### src/rtl/alu_pkg.sv
// Shared ALU definitions: control codes, RV32I opcodes, operand-select enums.
// Used by the ALU, the control decoder and the issue stage.
package alu_pkg;

  localparam logic [5:0] ALU_ADD   = 6'b000000;
  localparam logic [5:0] ALU_SUB   = 6'b000001;
  localparam logic [5:0] ALU_BEQ   = 6'b000001;
  localparam logic [5:0] ALU_AND   = 6'b000010;
  localparam logic [5:0] ALU_OR    = 6'b000011;
  localparam logic [5:0] ALU_XOR   = 6'b000100;
  localparam logic [5:0] ALU_SLT   = 6'b000101;
  localparam logic [5:0] ALU_BLT   = 6'b000101;
  localparam logic [5:0] ALU_SLL   = 6'b000110;
  localparam logic [5:0] ALU_PASSB = 6'b000111;
  localparam logic [5:0] ALU_SRL   = 6'b001000;
  localparam logic [5:0] ALU_SRA   = 6'b001001;
  localparam logic [5:0] ALU_SLTU  = 6'b001010;
  localparam logic [5:0] ALU_BLTU  = 6'b001010;
  localparam logic [5:0] ALU_BNE   = 6'b001011;
  localparam logic [5:0] ALU_BGE   = 6'b001100;
  localparam logic [5:0] ALU_BGEU  = 6'b001101;

  localparam logic [6:0] OPC_OP     = 7'b0110011;
  localparam logic [6:0] OPC_OP_IMM = 7'b0010011;
  localparam logic [6:0] OPC_LUI    = 7'b0110111;
  localparam logic [6:0] OPC_AUIPC  = 7'b0010111;
  localparam logic [6:0] OPC_LOAD   = 7'b0000011;
  localparam logic [6:0] OPC_STORE  = 7'b0100011;
  localparam logic [6:0] OPC_BRANCH = 7'b1100011;
  localparam logic [6:0] OPC_JAL    = 7'b1101111;
  localparam logic [6:0] OPC_JALR   = 7'b1100111;

  typedef enum logic [1:0] {ASEL_RS1, ASEL_PC, ASEL_ZERO} a_sel_e;
  typedef enum logic [1:0] {BSEL_RS2, BSEL_IMM, BSEL_FOUR} b_sel_e;
  typedef enum logic [1:0] {OCC_EMPTY, OCC_ONE, OCC_TWO} occ_e;

  function automatic logic is_shift_ctrl(input logic [5:0] ctrl);
    return (ctrl == ALU_SLL) || (ctrl == ALU_SRL) || (ctrl == ALU_SRA);
  endfunction

endpackage

### src/rtl/alu_issue_if.sv
// Upstream and downstream handshake bundle of the ALU issue stage.
interface alu_issue_if #(
  parameter int unsigned XLEN = 32
);
  logic            in_valid;
  logic            in_ready;
  logic [31:0]     in_instr;
  logic [XLEN-1:0] in_pc;
  logic [XLEN-1:0] in_rs1;
  logic [XLEN-1:0] in_rs2;
  logic [XLEN-1:0] in_imm;
  logic            out_valid;
  logic            out_ready;
  logic [XLEN-1:0] out_a;
  logic [XLEN-1:0] out_b;
  logic [5:0]      out_alu_ctrl;
  logic [XLEN-1:0] out_pc;
  logic            out_is_branch;
  logic            out_illegal;

  modport master (
    output in_valid, in_instr, in_pc, in_rs1, in_rs2, in_imm, out_ready,
    input  in_ready, out_valid, out_a, out_b, out_alu_ctrl, out_pc,
           out_is_branch, out_illegal
  );

  modport slave (
    input  in_valid, in_instr, in_pc, in_rs1, in_rs2, in_imm, out_ready,
    output in_ready, out_valid, out_a, out_b, out_alu_ctrl, out_pc,
           out_is_branch, out_illegal
  );
endinterface

### src/rtl/alu_ctrl_decode.sv
// Combinational RV32I decoder: instruction -> ALU control, operand selects, flags.
module alu_ctrl_decode
  import alu_pkg::*;
(
  input  logic [31:0] instr_i,
  output logic [5:0]  ctrl_o,
  output a_sel_e      a_sel_o,
  output b_sel_e      b_sel_o,
  output logic        is_branch_o,
  output logic        illegal_o
);
  logic [6:0] opcode;
  logic [2:0] funct3;
  logic       alt;
  logic       unused_instr;

  assign opcode       = instr_i[6:0];
  assign funct3       = instr_i[14:12];
  assign alt          = instr_i[30];
  assign unused_instr = ^{instr_i[31], instr_i[29:15], instr_i[11:7]};

  // OP-IMM never encodes SUB, so the caller masks alt for funct3 000.
  function automatic logic [5:0] arith_ctrl(input logic [2:0] f3, input logic sub, input logic sra);
    case (f3)
      3'b000:  return sub ? ALU_SUB : ALU_ADD;
      3'b001:  return ALU_SLL;
      3'b010:  return ALU_SLT;
      3'b011:  return ALU_SLTU;
      3'b100:  return ALU_XOR;
      3'b101:  return sra ? ALU_SRA : ALU_SRL;
      3'b110:  return ALU_OR;
      default: return ALU_AND;
    endcase
  endfunction

  always_comb begin
    ctrl_o      = ALU_ADD;
    a_sel_o     = ASEL_ZERO;
    b_sel_o     = BSEL_RS2;
    is_branch_o = 1'b0;
    illegal_o   = 1'b0;
    case (opcode)
      OPC_OP: begin
        a_sel_o = ASEL_RS1;
        ctrl_o  = arith_ctrl(funct3, alt, alt);
      end
      OPC_OP_IMM: begin
        a_sel_o = ASEL_RS1;
        b_sel_o = BSEL_IMM;
        ctrl_o  = arith_ctrl(funct3, 1'b0, alt);
      end
      OPC_LUI: begin
        b_sel_o = BSEL_IMM;
        ctrl_o  = ALU_PASSB;
      end
      OPC_AUIPC: begin
        a_sel_o = ASEL_PC;
        b_sel_o = BSEL_IMM;
      end
      OPC_LOAD, OPC_STORE: begin
        a_sel_o = ASEL_RS1;
        b_sel_o = BSEL_IMM;
      end
      OPC_BRANCH: begin
        a_sel_o     = ASEL_RS1;
        is_branch_o = 1'b1;
        case (funct3)
          3'b000:  ctrl_o = ALU_BEQ;
          3'b001:  ctrl_o = ALU_BNE;
          3'b100:  ctrl_o = ALU_BLT;
          3'b101:  ctrl_o = ALU_BGE;
          3'b110:  ctrl_o = ALU_BLTU;
          3'b111:  ctrl_o = ALU_BGEU;
          default: begin
            a_sel_o     = ASEL_ZERO;
            is_branch_o = 1'b0;
            illegal_o   = 1'b1;
          end
        endcase
      end
      OPC_JAL, OPC_JALR: begin
        a_sel_o = ASEL_PC;
        b_sel_o = BSEL_FOUR;
      end
      default: illegal_o = 1'b1;
    endcase
  end
endmodule

### src/rtl/alu_issue.sv
// ALU issue stage: decode, operand select, 2-entry skid buffer toward execute.
// Optional macro ALU_ISSUE_SHAMT_MASK_EN clears out_b[XLEN-1:5] for shifts.
module alu_issue
  import alu_pkg::*;
#(
  parameter int unsigned XLEN = 32
) (
  input  logic       clk,
  input  logic       rst,
  input  logic       flush,
  alu_issue_if.slave bus
);
  typedef struct packed {
    logic [XLEN-1:0] a;
    logic [XLEN-1:0] b;
    logic [5:0]      ctrl;
    logic [XLEN-1:0] pc;
    logic            is_branch;
    logic            illegal;
  } entry_t;

  logic [5:0] dec_ctrl;
  a_sel_e     dec_a_sel;
  b_sel_e     dec_b_sel;
  logic       dec_branch;
  logic       dec_illegal;
  entry_t     new_entry;

  alu_ctrl_decode u_dec (
    .instr_i     (bus.in_instr),
    .ctrl_o      (dec_ctrl),
    .a_sel_o     (dec_a_sel),
    .b_sel_o     (dec_b_sel),
    .is_branch_o (dec_branch),
    .illegal_o   (dec_illegal)
  );

  always_comb begin
    new_entry           = '0;
    new_entry.ctrl      = dec_ctrl;
    new_entry.pc        = bus.in_pc;
    new_entry.is_branch = dec_branch;
    new_entry.illegal   = dec_illegal;
    case (dec_a_sel)
      ASEL_RS1: new_entry.a = bus.in_rs1;
      ASEL_PC:  new_entry.a = bus.in_pc;
      default:  new_entry.a = '0;
    endcase
    case (dec_b_sel)
      BSEL_RS2: new_entry.b = bus.in_rs2;
      BSEL_IMM: new_entry.b = bus.in_imm;
      default:  new_entry.b = XLEN'(4);
    endcase
    if (dec_illegal) new_entry.b = '0;
`ifdef ALU_ISSUE_SHAMT_MASK_EN
    if (is_shift_ctrl(dec_ctrl)) new_entry.b[XLEN-1:5] = '0;
`endif
  end

  occ_e   state_q, state_d;
  entry_t main_q, skid_q;
  logic   in_ready_q;
  logic   out_valid;
  logic   accept, drain;

  assign out_valid = (state_q != OCC_EMPTY);
  assign accept    = bus.in_valid && in_ready_q;
  assign drain     = out_valid && bus.out_ready;

  always_comb begin
    state_d = state_q;
    case (state_q)
      OCC_EMPTY: if (accept) state_d = OCC_ONE;
      OCC_ONE: begin
        if (accept && !drain) state_d = OCC_TWO;
        else if (!accept && drain) state_d = OCC_EMPTY;
      end
      OCC_TWO: if (drain) state_d = OCC_ONE;
      default: state_d = OCC_EMPTY;
    endcase
    if (flush) state_d = OCC_EMPTY;
  end

  // Data moves only without flush; a flushed accept is simply never loaded.
  always_ff @(posedge clk) begin
    if (!rst) begin
      state_q    <= OCC_EMPTY;
      in_ready_q <= 1'b1;
      main_q     <= '0;
      skid_q     <= '0;
    end else begin
      state_q    <= state_d;
      in_ready_q <= (state_d != OCC_TWO);
      if (!flush) begin
        case (state_q)
          OCC_EMPTY: if (accept) main_q <= new_entry;
          OCC_ONE: begin
            if (accept && drain) main_q <= new_entry;
            else if (accept) skid_q <= new_entry;
          end
          OCC_TWO: if (drain) main_q <= skid_q;
          default: ;
        endcase
      end
    end
  end

  assign bus.in_ready      = in_ready_q;
  assign bus.out_valid     = out_valid;
  assign bus.out_a         = main_q.a;
  assign bus.out_b         = main_q.b;
  assign bus.out_alu_ctrl  = main_q.ctrl;
  assign bus.out_pc        = main_q.pc;
  assign bus.out_is_branch = main_q.is_branch;
  assign bus.out_illegal   = main_q.illegal;
endmodule

### src/flat_wrapper.sv
// flat-port wrapper written by rule: the top's interface ports become plain ports
module alu_issue_flat import alu_pkg::*;
#(
  parameter int unsigned XLEN = 32
)
  (clk, rst, flush, bus_in_valid, bus_in_instr, bus_in_pc, bus_in_rs1, bus_in_rs2, bus_in_imm, bus_out_ready, bus_in_ready, bus_out_valid, bus_out_a, bus_out_b, bus_out_alu_ctrl, bus_out_pc, bus_out_is_branch, bus_out_illegal);
  alu_issue_if #(.XLEN(XLEN)) bus_i ();
  input  logic clk;
  input  logic rst;
  input  logic flush;
  input wire logic [$bits(bus_i.in_valid)-1:0] bus_in_valid;
  input wire logic [$bits(bus_i.in_instr)-1:0] bus_in_instr;
  input wire logic [$bits(bus_i.in_pc)-1:0] bus_in_pc;
  input wire logic [$bits(bus_i.in_rs1)-1:0] bus_in_rs1;
  input wire logic [$bits(bus_i.in_rs2)-1:0] bus_in_rs2;
  input wire logic [$bits(bus_i.in_imm)-1:0] bus_in_imm;
  input wire logic [$bits(bus_i.out_ready)-1:0] bus_out_ready;
  output wire logic [$bits(bus_i.in_ready)-1:0] bus_in_ready;
  output wire logic [$bits(bus_i.out_valid)-1:0] bus_out_valid;
  output wire logic [$bits(bus_i.out_a)-1:0] bus_out_a;
  output wire logic [$bits(bus_i.out_b)-1:0] bus_out_b;
  output wire logic [$bits(bus_i.out_alu_ctrl)-1:0] bus_out_alu_ctrl;
  output wire logic [$bits(bus_i.out_pc)-1:0] bus_out_pc;
  output wire logic [$bits(bus_i.out_is_branch)-1:0] bus_out_is_branch;
  output wire logic [$bits(bus_i.out_illegal)-1:0] bus_out_illegal;
  assign bus_i.in_valid = bus_in_valid;
  assign bus_i.in_instr = bus_in_instr;
  assign bus_i.in_pc = bus_in_pc;
  assign bus_i.in_rs1 = bus_in_rs1;
  assign bus_i.in_rs2 = bus_in_rs2;
  assign bus_i.in_imm = bus_in_imm;
  assign bus_i.out_ready = bus_out_ready;
  assign bus_in_ready = bus_i.in_ready;
  assign bus_out_valid = bus_i.out_valid;
  assign bus_out_a = bus_i.out_a;
  assign bus_out_b = bus_i.out_b;
  assign bus_out_alu_ctrl = bus_i.out_alu_ctrl;
  assign bus_out_pc = bus_i.out_pc;
  assign bus_out_is_branch = bus_i.out_is_branch;
  assign bus_out_illegal = bus_i.out_illegal;
  alu_issue #(.XLEN(XLEN)) u_core (.clk(clk), .rst(rst), .flush(flush), .bus(bus_i));
endmodule
### config.mk
export PLATFORM = sky130hd
export DESIGN_NAME = alu_issue_flat
export DESIGN_NICKNAME = d
export VERILOG_FILES = /design/src/rtl/alu_pkg.sv /design/src/rtl/alu_issue_if.sv /design/src/rtl/alu_ctrl_decode.sv /design/src/rtl/alu_issue.sv /design/src/flat_wrapper.sv
export SDC_FILE = /design/constraint.sdc
export NUM_CORES = 1
export LEC_CHECK = 0
export BUFFER_PORTS_ARGS = -buffer_cell sky130_fd_sc_hd__buf_2
export CAP_MARGIN = 10
export CORE_MARGIN = 1
export CORE_UTILIZATION = 47
export CTS_CLUSTER_DIAMETER = 100
export DETAILED_ROUTE_END_ITERATION = 6
export GPL_ROUTABILITY_DRIVEN = 0
export MAX_ROUTING_LAYER = met4
export PLACE_DENSITY_LB_ADDON = 0.25
export SLEW_MARGIN = 0
export SYNTH_ARGS = -nofsm -noshare
export SYNTH_HDL_FRONTEND = slang
export SYNTH_SLANG_ARGS = --single-unit
### constraint.sdc
create_clock -name clk -period 1.7 [get_ports clk]
set_input_delay 0.255 -clock clk [delete_from_list [all_inputs] [get_ports clk]]
set_output_delay 0.255 -clock clk [all_outputs]
set_load 0.02 [all_outputs]
* Yosys cells after proc, flatten, opt, wreduce, memory -nomap -nowiden *
Index checks and enable logic that the tools add are counted.

word-level totals
  word-level logic and storage cells = 87
  bits in registers = 211
  output and inout bits = 106
  bits of input ports = 165

cells by class
  reductions and logical operators = 21
  bitwise logic cells = 2
  eq/ne operators = 24
  mux-type cells = 26

operators by type and width
  operator                                                                 number
  104-bit two-way mux                                                      3
  104-bit case mux with 3 select lines                                     1
  32-bit case mux with 2 select lines                                      2
  4-bit case mux with 7 select lines                                       2
  32-bit two-way mux                                                       1
  4-bit case mux with 6 select lines                                       1
  7-bit by 6-bit equality test with 1-bit output, second input constant    3
  7-bit equality test, second input constant                               3
  4-bit case mux with 4 select lines                                       1
  7-bit by 5-bit equality test with 1-bit output, second input constant    2
  3-bit equality test, second input constant                               4
  2-bit two-way mux                                                        6
  2-bit case mux with 3 select lines                                       2
  8-bit OR reduction                                                       1
  7-bit by 2-bit equality test with 1-bit output, second input constant    1
  2-bit by 1-bit equality test with 1-bit output, second input constant    3
  3-bit by 2-bit equality test with 1-bit output, second input constant    2
  2-bit logical NOT                                                        3
  2-bit by 1-bit inequality test with 1-bit output, second input constant  3
  6-bit OR reduction                                                       1
  1-bit logical AND                                                        5
  1-bit two-way mux                                                        5
  5-bit AND reduction                                                      1
  5-bit OR reduction                                                       1
  other kinds (14)                                                         16

* Longest topological paths before layout *
  word-level depth = 8
  mapped depth = 8
  gate-level depth less buffers = 5

* Modules after synthesis *
A second synthesis with hierarchy kept.

unflattened totals
  cell total of the unflattened synthesis = 1142
  area total of the unflattened synthesis = 9987.1 sq um

by module, submodules not included
  module           cells each  area an instance (sq um)  seq. area each (sq um)  times used
  alu_issue        1080        9521.6                    4224.1                  1
  alu_ctrl_decode  62          465.4                     0.0                     1

* Worst setup path after synthesis *
Ideal clock, no wire load.

  path type = register -> register
  from = register u_core.in_ready_q, in the netlist u_core.bus.in_ready
  to = register u_core.main_q (netlist bit u_core.bus.out_b[21])
  required time = 1.553 ns
  stages on the path, launching flop included = 7
  setup time = 0.147 ns
  buffers on the path = 1
  clock period less this slack = 1.888 ns
  arrival = 1.742 ns
  setup slack = -0.188 ns
  cell sequence = dfxtp_1 nand2_1 nor3_1 o21bai_2 nor2_1 clkbuf_1 a211oi_1

between the ends
  word-level cells in the longest chain between the ends = 4
  elaborated cells on any way between the ends = 5
  those cells by class = eq/ne (2); reduce/logical (3)

RTL lines
  item                                                        RTL line          RTL
  start: declaration                                          alu_issue.sv:62   logic in_ready_q;
  start signal: assignment                                    alu_issue.sv:93   in_ready_q <= (state_d != OCC_TWO);
  1-bit logical AND *                                         alu_issue.sv:67   assign accept = bus.in_valid && in_ready_q;
  1-bit logical AND                                           alu_issue.sv:98   if (accept && drain) main_q <= new_entry;
  2-bit by 1-bit inequality test with 1-bit output (no line)  n/a
  5-bit AND reduction (no line) *                             n/a
  end signal: assignment                                      alu_issue.sv:96   OCC_EMPTY: if (accept) main_q <= new_entry;
  end signal: assignment                                      alu_issue.sv:98
  end signal: assignment                                      alu_issue.sv:101  OCC_TWO: if (drain) main_q <= skid_q;
  end: declaration                                            alu_issue.sv:61   entry_t main_q, skid_q;

Mark *: on every way between the ends. The rest lies on a longest branch, timed or not.
A chain may end at the register's enable or synchronous reset.

* Worst setup path after layout *
  from = register u_core.in_ready_q, in the netlist u_core.bus.in_ready
  to = register u_core.skid_q[0] (netlist bit)

between the ends
  word-level cells in the longest chain between the ends = 4

RTL lines
  item                             RTL line         RTL
  1-bit logical AND *              alu_issue.sv:67
  1-bit logical AND                alu_issue.sv:98
  1-bit NOT (no line)              n/a
  4-bit AND reduction (no line) *  n/a
  end signal: assignment           alu_issue.sv:99  else if (accept) skid_q <= new_entry;
  end: declaration                 alu_issue.sv:61

Marks and branches as above.

==> flow_metrics.tcl <==
set metrics [dict create \
    ff_latch_area_sq_um 4150 \
    die-area_sq_um 20700 \
    clkSinkCount 207 \
    crit_arrival_ps 2060 \
    avgSynthCellArea_sq_um 8.60 \
    fin_skew_ps 17.4 \
    cap_viol_max_count 0 \
    hold_path_class "in -> reg" \
    portBuffers 247 \
    required_ps 2110 \
    overflow 0 \
    post-route-drc-count 0 \
    crit_top_cell "buf_6" \
    reg2reg_depth 7 \
    p_switching_mw 2.83 \
    intPower_mw 8.51 \
    min_from "bus_in_pc[22]" \
    ys_seq_area_share_pct 43.7 \
    first_global_vias 8540 \
    switching_share_pct 25.0 \
    slew_violations 0 \
    cts_max_level 1 \
    drive_above_1_share_pct 32.4 \
    netlist_instances 1101 \
    stdcell_count 1619 \
    grt_max_degree 65 \
    dp_hpwl_um 17700 \
    final.period_utilization_pct 97.2 \
    clkLatencyLatePin_ps 510 \
    regToRegStartpoint "u_core.bus.in_ready" \
    nets 1503 \
    cts_buffers 23 \
    p_total_mw 11.3 \
    worstHoldEndpoint "u_core.skid_q[24]" \
    synth_compound_area_share_pct 29.1 \
    nFillCells 1718 \
    coreArea_sq_um 19600 \
    crit_chain "nand2_4, buf_6, nor4_4, buf_6, buf_6, nor2_1, a211oi_1" \
    pwr-share-clk_pct 43.6 \
    final-hold-violation-count 0 \
    cpPeakStageDelay_ps 440 \
    async_flop_share_pct 0 \
    status "finished, final reports clean" \
    p_seq_share_pct 44.7 \
    rows 51 \
    cp_max_fo 8 \
    die_x_um 144 \
    ant_nets 0 \
    multi_input_comb_area_sq_um 4890 \
    synth-seq-cells 207 \
    yosysTopAreaCell "dfxtp_1" \
    cts_tree "built" \
    initial_core_util_pct 48.4 \
    yosys.area_share.simple_pct 20.9 \
    synth_adder_area_share_pct 0 \
    yosysUniqueCellTypes 58 \
    p_leak_nw 4.97 \
    vias 9250 \
    reg2reg_setup_slack_ps 50 \
    path_clk_slew_ps 60 \
    wire_per_inst_um 16.9 \
    critPathLaunchType "register" \
    cp-end-kind "register" \
    synth_flop_cell "dfxtp_1" \
    yosys_warnings 0 \
    slowest_stage "nor4_4" \
    power_density_nw_per_um2 924 \
    ioPinCount 271 \
    comb_power_share_pct 11.7 \
    first_iter_violations 567 \
    synth.area.top_cells "dfxtp_1, o21ai_0, nand2_1, a221o_1, a32o_1" \
    worstSetupStartpoint "u_core.bus.in_ready" \
    die_h_um 144 \
    via_per_inst 5.71 \
    r2r-end "u_core.skid_q[0]" \
    peakVddDrop_uv 570 \
    wl_um 27400 \
    synth_top_family_by_area "compound AO/OA/AOI/OAI gates" \
    synth_edf_count 0 \
    synth_top_cell_area_share_pct 43.7 \
    period_needed_ps 1650 \
    setup_viol 0 \
    first_pass_iters 4 \
    antenna_found_initial 1 \
    min_path_cells 3 \
    clock.fmax_ghz 0.605 \
    rsz0062_at_grt "true" \
    clk_path_buf_depth 3 \
    path_class "reg -> reg" \
    synthToLayoutAreaGrowth_pct 29.6 \
    grt_pass1_wl_um 42800 \
    synth-xor-area-share_pct 0.185 \
    placed_cells_incl_taps 1572 \
    syn_area_sq_um 9470 \
    muxShareOfSynthArea_pct 0.106 \
    grt_usage_pct 26.4 \
    clockRootBuffer "clkbuf_16" \
]
## placed cells by master, fill, tap and decap left out, types with 5 or more instances in the layout
master and instances:
a211oi_1 17, a211oi_2 17, a21oi_1 37, a221o_1 32, a221oi_1 34, a311oi_1 33, a32o_1 32, and3_1 31
buf_12 21, buf_2 245, buf_4 50, buf_6 5, clkbuf_16 25, clkinv_2 5, dfxtp_1 204, nand2_1 137
nand2b_1 36, nand3_1 39, nor2_1 72, nor2b_1 32, nor3_1 35, o21ai_0 102, o21ai_1 8, o21ai_2 28
## state kept, by name (all words and copies together), names as in the netlist
| register | cells |
|---|---|
| u_core.bus.out_pc | 32 |
| u_core.bus.out_illegal | 1 |
| u_core.bus.out_b | 32 |
| u_core.bus.out_a | 32 |
| u_core.state_q | 2 |
| u_core.bus.in_ready | 1 |
| u_core.bus.out_alu_ctrl | 4 |
| u_core.bus.out_is_branch | 1 |
| u_core.skid_q | 102 |
## critical path, delay by kind of cell (launching register included)
family          cells  cell delay, ps
compound gates      1             190
buf+inv             3             470
flops               1             360
simple gates        3             530
## what timing repair did
action	CTS	global route
pin swaps	0	2
setup buffers	0	3
endpoints found under the setup margin	14	109
cloned	0	2
hold endpoints to repair	1	0
resized for setup	5	28
hold buffers	1	0
## logic make-up after synthesis
kind of cell           after synthesis
AO/OA/AOI/OAI                      363
XOR/XNOR                             2
buffers and inverters              117
flip-flops                         207
multiplexers                         1
other                                1
AND/OR/NAND/NOR                    410
## cell usage after synthesis (7+ instances only)
cell type / instances
a211oi_1: 19
a211oi_2: 15
a21oi_1: 38
a221o_1: 32
a221oi_1: 34
a311oi_1: 33
a32o_1: 32
and3_1: 31
buf_2: 15
buf_4: 9
buf_6: 7
clkbuf_1: 79
dfxtp_1: 207
nand2_1: 140
nand2b_1: 37
nand3_1: 39
nor2_1: 75
nor2b_1: 34
nor3_1: 39
o21ai_0: 110
o21ai_2: 28
## per-layer routing
layer	up-vias	wire length (um)	track usage (%)
met2	304	12800	42.8
met5	-	0	-
met1	4405	12400	34.8
met3	43	1580	3.15
met4	0	565	7.11
li1	4498	-	-
## through the flow
stage                     setup WS [ps]  hold slack, ps  utilization [%]  area, sq um  setup TNS, ps
after CTS                         0.574            2.27             61.9        12100              0
after floorplan                  -0.996             339                -         9490          -19.9
after global placement             -243             440             58.0        11400         -22020
after detailed placement           -281             447             58.0        11400         -24560
after global routing              -23.5            10.8             62.7        12300          -78.9
final                              47.6            20.4             62.7        12300              0
## power groups by stage
stage	Clock [mW]	Combinational (mW)	Sequential, mW
finish	4.94	1.33	5.07
global route	5.23	1.45	5.08
CTS	5.02	1.31	5.07
detailed placement	0	1.30	5.17
global placement	0	1.29	5.17
floorplan	0	0.564	5.31
## cell type report
type                            count  share of cell area [%]
Multi-Input combinational cell    778                    39.8
Sequential cell                   207                    33.8
Timing Repair Buffer              324                    17.4
Clock buffer                       31                    5.26
Tap cell                          265                    2.70
Clock inverter                      9                   0.836
Inverter                            4                   0.122
Antenna cell                        1                  0.0204
## worst max-delay path by stage
stage	slack, ps	end	cells after the start
after floorplan	-1	u_core.bus.out_a[10]	7
after CTS	0.6	u_core.bus.out_b[17]	8
after global placement	-240	u_core.bus.out_a[9]	8
final	50	u_core.skid_q[0]	7
after detailed placement	-280	u_core.bus.out_b[15]	7
after global routing	-20	u_core.bus.out_b[15]	8
(Power assumes the default switching activity.)
